$ cat config.mk
export PLATFORM = sky130hd
export DESIGN_NAME = id_exe_stage
export DESIGN_NICKNAME = d
export VERILOG_FILES = /design/src/rtl/id_exe_stage.sv
export SDC_FILE = /design/constraint.sdc
export NUM_CORES = 1
export LEC_CHECK = 0
export ABC_AREA = 1
export ABC_CLOCK_PERIOD_IN_PS = 4300
export CAP_MARGIN = 20
export CORE_MARGIN = 2
export CORE_UTILIZATION = 40
export CTS_CLUSTER_SIZE = 28
export DETAILED_ROUTE_END_ITERATION = 12
export GPL_TIMING_DRIVEN = 0
export HOLD_SLACK_MARGIN = 0.12
export PLACE_DENSITY = 0.79
export REMOVE_ABC_BUFFERS = 1
export SLEW_MARGIN = 20
export SYNTH_ARGS = -nofsm -noshare
export SYNTH_HDL_FRONTEND = slang
export SYNTH_SLANG_ARGS = --single-unit
$ cat constraint.sdc
create_clock -name clk -period 4.3 [get_ports clk]
set_input_delay 0.645 -clock clk [delete_from_list [all_inputs] [get_ports clk]]
set_output_delay 0.645 -clock clk [all_outputs]
set_load 0.05 [all_outputs]
$ cat src/rtl/id_exe_stage.sv
// id_exe_stage: ID/EXE pipeline register with load-use bubble insertion, branch flush
// and downstream back-pressure. Optional stall statistics under `ID_EXE_STATS_EN`.
`ifndef REG_FILE_ADDR_LEN
`define REG_FILE_ADDR_LEN 5
`endif

module id_exe_stage #(
    parameter int ADDR_W = `REG_FILE_ADDR_LEN,
    parameter int DATA_W = 32,
    parameter int CTRL_W = 8
) (
    input  logic              clk,
    input  logic              rst_n,
    // Handshake: a transfer happens on a rising edge where valid && ready. The
    // producer holds its payload stable while valid && !ready; ready never waits on valid.
    input  logic              id_valid,
    output logic              id_ready,
    input  logic [ADDR_W-1:0] id_src1,
    input  logic [ADDR_W-1:0] id_src2,
    input  logic [ADDR_W-1:0] id_st_src,
    input  logic [ADDR_W-1:0] id_dest,
    input  logic              id_wb_en,
    input  logic              id_mem_rd_en,
    input  logic              id_mem_wr_en,
    input  logic [DATA_W-1:0] id_val1,
    input  logic [DATA_W-1:0] id_val2,
    input  logic [DATA_W-1:0] id_st_val,
    input  logic [CTRL_W-1:0] id_ctrl,
    input  logic              flush,
    input  logic              exe_ready,
    output logic              exe_valid,
    output logic [ADDR_W-1:0] exe_src1,
    output logic [ADDR_W-1:0] exe_src2,
    output logic [ADDR_W-1:0] exe_st_src,
    output logic [ADDR_W-1:0] exe_dest,
    output logic              exe_wb_en,
    output logic              exe_mem_rd_en,
    output logic              exe_mem_wr_en,
    output logic [DATA_W-1:0] exe_val1,
    output logic [DATA_W-1:0] exe_val2,
    output logic [DATA_W-1:0] exe_st_val,
    output logic [CTRL_W-1:0] exe_ctrl,
    output logic [1:0]        fsm_state,
`ifdef ID_EXE_STATS_EN
    output logic [15:0]       lu_bubble_cnt,
    output logic [15:0]       bp_stall_cnt,
`endif
    output logic              lu_stall
);

    typedef enum logic [1:0] {
        EMPTY     = 2'd0,
        FULL      = 2'd1,
        LU_BUBBLE = 2'd2
    } state_t;

    state_t state_q;
    logic   advance;
    logic   fire;
    logic   dest_match;

    assign fsm_state = state_q;
    assign advance   = !exe_valid || exe_ready;

    // Register 0 is deliberately compared too, so this matches the forwarding unit.
    assign dest_match = (exe_dest == id_src1) || (exe_dest == id_src2) ||
                        (exe_dest == id_st_src);
    assign lu_stall   = id_valid && exe_valid && exe_mem_rd_en && exe_wb_en && dest_match;
    assign id_ready   = advance && !lu_stall && !flush;
    assign fire       = id_valid && id_ready;

    always_ff @(posedge clk) begin
        if (!rst_n) begin
            state_q       <= EMPTY;
            exe_valid     <= 1'b0;
            exe_src1      <= '0;
            exe_src2      <= '0;
            exe_st_src    <= '0;
            exe_dest      <= '0;
            exe_wb_en     <= 1'b0;
            exe_mem_rd_en <= 1'b0;
            exe_mem_wr_en <= 1'b0;
            exe_val1      <= '0;
            exe_val2      <= '0;
            exe_st_val    <= '0;
            exe_ctrl      <= '0;
        end else if (flush) begin
            state_q       <= EMPTY;
            exe_valid     <= 1'b0;
            exe_wb_en     <= 1'b0;
            exe_mem_rd_en <= 1'b0;
            exe_mem_wr_en <= 1'b0;
        end else if (fire) begin
            state_q       <= FULL;
            exe_valid     <= 1'b1;
            exe_src1      <= id_src1;
            exe_src2      <= id_src2;
            exe_st_src    <= id_st_src;
            exe_dest      <= id_dest;
            exe_wb_en     <= id_wb_en;
            exe_mem_rd_en <= id_mem_rd_en;
            exe_mem_wr_en <= id_mem_wr_en;
            exe_val1      <= id_val1;
            exe_val2      <= id_val2;
            exe_st_val    <= id_st_val;
            exe_ctrl      <= id_ctrl;
        end else if (advance) begin
            // The load leaves for MEM; a bubble (never writing) takes its place.
            state_q       <= lu_stall ? LU_BUBBLE : EMPTY;
            exe_valid     <= 1'b0;
            exe_wb_en     <= 1'b0;
            exe_mem_rd_en <= 1'b0;
            exe_mem_wr_en <= 1'b0;
        end
    end

`ifdef ID_EXE_STATS_EN
    always_ff @(posedge clk) begin
        if (!rst_n) begin
            lu_bubble_cnt <= '0;
            bp_stall_cnt  <= '0;
        end else begin
            if (!flush && advance && lu_stall && lu_bubble_cnt != 16'hFFFF)
                lu_bubble_cnt <= lu_bubble_cnt + 16'd1;
            if (exe_valid && !exe_ready && bp_stall_cnt != 16'hFFFF)
                bp_stall_cnt <= bp_stall_cnt + 16'd1;
        end
    end
`endif

endmodule

[Word level (Yosys, flattened, before mapping)]
Cells that the tools add are included.
Cells by class
  equality and inequality tests: 3
  reduce and logical (&&, ||, !) cells: 17
  bitwise operators: 2
  multiplexer cells: 8
Operators with widths (number)
  $eq A5 B5 Y1: 3
  $logic_and A1 B1 Y1: 7
  $mux W1: 7
  $logic_not A1 Y1: 3
  $logic_or A1 B1 Y1: 3
  $reduce_or A3 Y1: 1
  $mux W2: 1
  $not A1 Y1: 2
  $reduce_and A2 Y1: 1
  $reduce_bool A2 Y1: 1
  $reduce_or A2 Y1: 1
Storage, ports and cells
  bits of input ports: 132
  word-level logic and storage cells: 44
  output and inout port bits: 132
  register bits: 130

[Longest topological paths before layout]
  word-level depth: 9
  mapped depth: 13

[Least setup slack after synthesis]
No wires, ideal clock.
  path type: flip-flop to output port
  from: register exe_dest[0]
  to: output id_ready
  slack: 1.152 ns
  cell stages (with the launch flop): 9
  data arrival time: 2.503 ns
  path through: dfxtp_1 -> nor2_1 -> nor2_1 -> nor2_1 -> nand3_1 -> nand3_1 -> nand2_2 -> inv_1 -> nor3_1
Between the ends
  cells in the longest elaborated chain, start to end: 7
  elaborated cells on any way between the ends: 9
  those cells by class: eq/ne (3); reduce/logical (6)
Ends and longest elaborated chain
  start: declaration: line 35  | output logic [ADDR_W-1:0] exe_dest,
  start signal: assignment: line 99  | exe_dest <= id_dest;
  $eq A5 B5 Y1: line 66  | assign dest_match = (exe_dest == id_src1) || (exe_dest == id_src2) ||
  $logic_or A1 B1 Y1: line 66
  $logic_or A1 B1 Y1 *: line 66
  $logic_and A1 B1 Y1 *: line 68  | assign lu_stall = id_valid && exe_valid && exe_mem_rd_en && exe_wb_en && dest_match;
  net lu_stall: line 48  | output logic lu_stall
  $logic_not A1 Y1 *: line 69  | assign id_ready = advance && !lu_stall && !flush;
  $logic_and A1 B1 Y1 * (2 in series): line 69
  end: declaration: line 17  | output logic id_ready,
Mark *: on every way through the listed nets, which the timed path passes. The rest lies on a longest branch.

[Worst setup path in the final report]
  from: input id_src2[0]
  to: output id_ready
Between the ends
  cells in the longest elaborated chain, start to end: 7
Ends and longest elaborated chain
  start: declaration: line 19  | input logic [ADDR_W-1:0] id_src2,
  $eq A5 B5 Y1: line 66
  $logic_or A1 B1 Y1 (2 in series): line 66
  $logic_and A1 B1 Y1: line 68
  $logic_not A1 Y1: line 69
  $logic_and A1 B1 Y1 (2 in series): line 69
Every way passes these cells.

==> results.ini <==
[outcome]
outcome = completed

[critical_path]
crit_path_top_delay_cell = clkdlybuf4s50_1
ff2ff_path_depth = 12
end_kind = primary output
crit_buf_inv = 3
reg2reg_to = exe_val1[24]
critPathLaunchType = primary input
crit_type = in -> out
r2r_slack_ps = 1770
arrival_ps = 2710
cp.depth = 9
cp_max_fo = 3
critical_path.top_delay_family = buffers and inverters
path_cells = clkdlybuf4s50_1 -> xor2_1 -> nor2_1 -> nand3_1 -> nand3_1 -> nand2_2 -> inv_1 -> nor3_1 -> clkdlybuf4s50_1
worstPathRequired_ps = 3650
slowest_delay_ps = 830
r2r-start = exe_dest[0]

[grt]
overflow = 0
grt_max_degree = 70
first_global_vias = 5125
grt_usage_pct = 19.9
antenna_found_initial = 0
grt_pass1_wl_microns = 23300

[yosys]
synth_warnings = 0
yosysMostFrequentCell = nand2_1
synth_edf_count = 0
synth_top_area_share_pct = 46.5
synth_compound_area_share_pct = 0.271
synthMuxAreaShare_pct = 0.180
synth_xor_area_share_pct = 0.631
synth_top_area_cell = dfxtp_1
synthTopCellsByArea = dfxtp_1 (47%), nand2_1 (19%), nor2_1 (18%)
syn-mean-instance-area_sq_um = 6.33
synthArstFlopShare_pct = 0
synth_common_cells = nand2_1 (286), nor2_1 (261), inv_1 (142)
synth_simple_gate_area_share_pct = 38.0
synthFlopType = dfxtp_1
synth_top_family_by_area = simple AND/OR/NAND/NOR gates
synth_seq_area_share_pct = 46.5
ys_seq_elements = 129
synthesis.area_sq_mm = 0.00555
yosysUniqueCellTypes = 18
synth-adder-area-share_pct = 0
syn-instance-count = 877

[run]
max_cap_viol_count = 0

[placed_design]
dp.cells = 1284
port_buffers = 263
dp_hpwl_microns = 10400
place_area_sq_mm = 0.00828
gp_congestion = 0.762

[cts]
cts_hold_buf = 0
clock_path_buffers = 2
cts_setup_buffers = 0
cts_root_buf = clkbuf_16
tritoncts = done
htree_levels = 4
cts_sinks = 129
cts_resized = 0
insertion_delay_ps = 410
path_clk_slew_ps = 60
cts_buffers = 17

[pwr]
irDropWorstVdd_mv = 0.307
leakagePower_nw = 4.41
p_per_area_mw_per_mm2 = 413

[finish]
drive_above_1_share_pct = 3.43
fin_cells = 1316
synthToLayoutAreaGrowth_pct = 60.5
diodes = 0
postLayoutCellArea_sq_mm = 0.00891
nNetsFinal = 1255

[floorplanning]
dieArea_sq_mm = 0.0148
rows = 43
initial_utilization_pct = 40.5
die_h_microns = 122
coreArea_sq_mm = 0.0137
io_pins = 264
die_w_microns = 122

[timing]
drv_slew = 0
timing.final.crit_share_pct = 78.0
tightest_slew_ps = 607
finalSetupViolCount = 0
slew_headroom_pct = 59.5
rsz0062_at_grt = false
period_minus_slack_ps = 3350
fin_skew_ps = 5.24
hold_viol = 0
max_freq_mhz = 298

[routing]
wl_per_cell_microns = 11.2
viasPerCell = 4.19
drtPass1Iterations = 4
drt_iter0_markers = 230
drcViolationCount = 0
drtAntennaViolNets = 0
drt_wl_total_microns = 14700
num_vias = 5515

[hold_path]
min_to = exe_st_val[23]
hp-start = exe_st_val[23]
hold_class = reg -> reg
min_delay_path_depth = 4

==> metal layers <==
layer	global-route usage (%)	vias up	routed length, microns
met2	32.5	191	6650
li1	-	2978	-
met1	21.8	2315	5960
met3	9.13	31	1680
met5	0	-	0
met4	9.70	0	405
==> placed cells by master (no fill, tap or decap), drive strengths merged, types with 2 or more instances in the layout <==
cell type,count
dfxtp,129
nand3,5
bufinv,4
o21ai,2
clkdlybuf4s50,262
inv,143
clkinvlp,2
nor2,261
nand2,287
clkinv,3
clkbuf,23
buf,7
xnor2,3
==> cell type report <==
| type | instances | area (sq um) |
|---|---|---|
| Inverter | 143 | 537 |
| Clock buffer | 23 | 478 |
| Multi-Input combinational cell | 563 | 2170 |
| Sequential cell | 129 | 2580 |
| Tap cell | 180 | 225 |
| Clock inverter | 9 | 154 |
| Timing Repair Buffer | 269 | 2760 |
| Fill cell | 1205 | 4810 |
==> kinds of logic after synthesis <==
family,count (synthesis)
flops,129
xor+xnor,4
buf+inv,185
compound gates,3
simple gates,555
mux,1
==> per-stage QoR <==
stage                     utilization, %  TNS, ps  hold slack (ps)  power, mW  setup slack (ps)
after global routing                64.9        0              532       3.85               850
final                               64.9        0              508       3.68               946
after detailed placement            60.3        0              498       2.18               982
after CTS                           64.9        0              509       3.72               926
after global placement              59.4   -87740              496       2.19              -996
after floorplan                        -        0              726       1.84               808
==> worst min-delay path, cell delays in order, from the launching register on <==
cell and delay (ps):
dfxtp_1 310, inv_1 40, nand2_1 40, nand2_1 50, nor2_1 30
==> flip-flops by register name (all words and copies together) (netlist names) <==
register       flops
exe_st_val        32
exe_val1          32
exe_val2          32
exe_ctrl           8
exe_dest           5
exe_src1           5
exe_src2           5
exe_st_src         5
exe_mem_rd_en      1
exe_mem_wr_en      1
exe_valid          1
exe_wb_en          1
fsm_state          1
==> report_power, final <==
group | internal, mW | leakage, nW | switching, mW
registers | 1.28 | 1.06 | 0.0422
logic | 0.326 | 3.04 | 0.509
clock network | 1.02 | 0.303 | 0.507
==> how the worst max path moves through the flow <==
stage	startpoint	to	slack, ps
floorplan	exe_dest[0]	exe_mem_rd_en	810
global placement	id_st_src[0]	exe_val1[31]	-1000
detailed placement	id_st_src[3]	id_ready	980
CTS	id_src2[0]	id_ready	930
global route	id_src2[0]	id_ready	850
finish	id_src2[0]	id_ready	950
(Power assumes the default switching activity.)
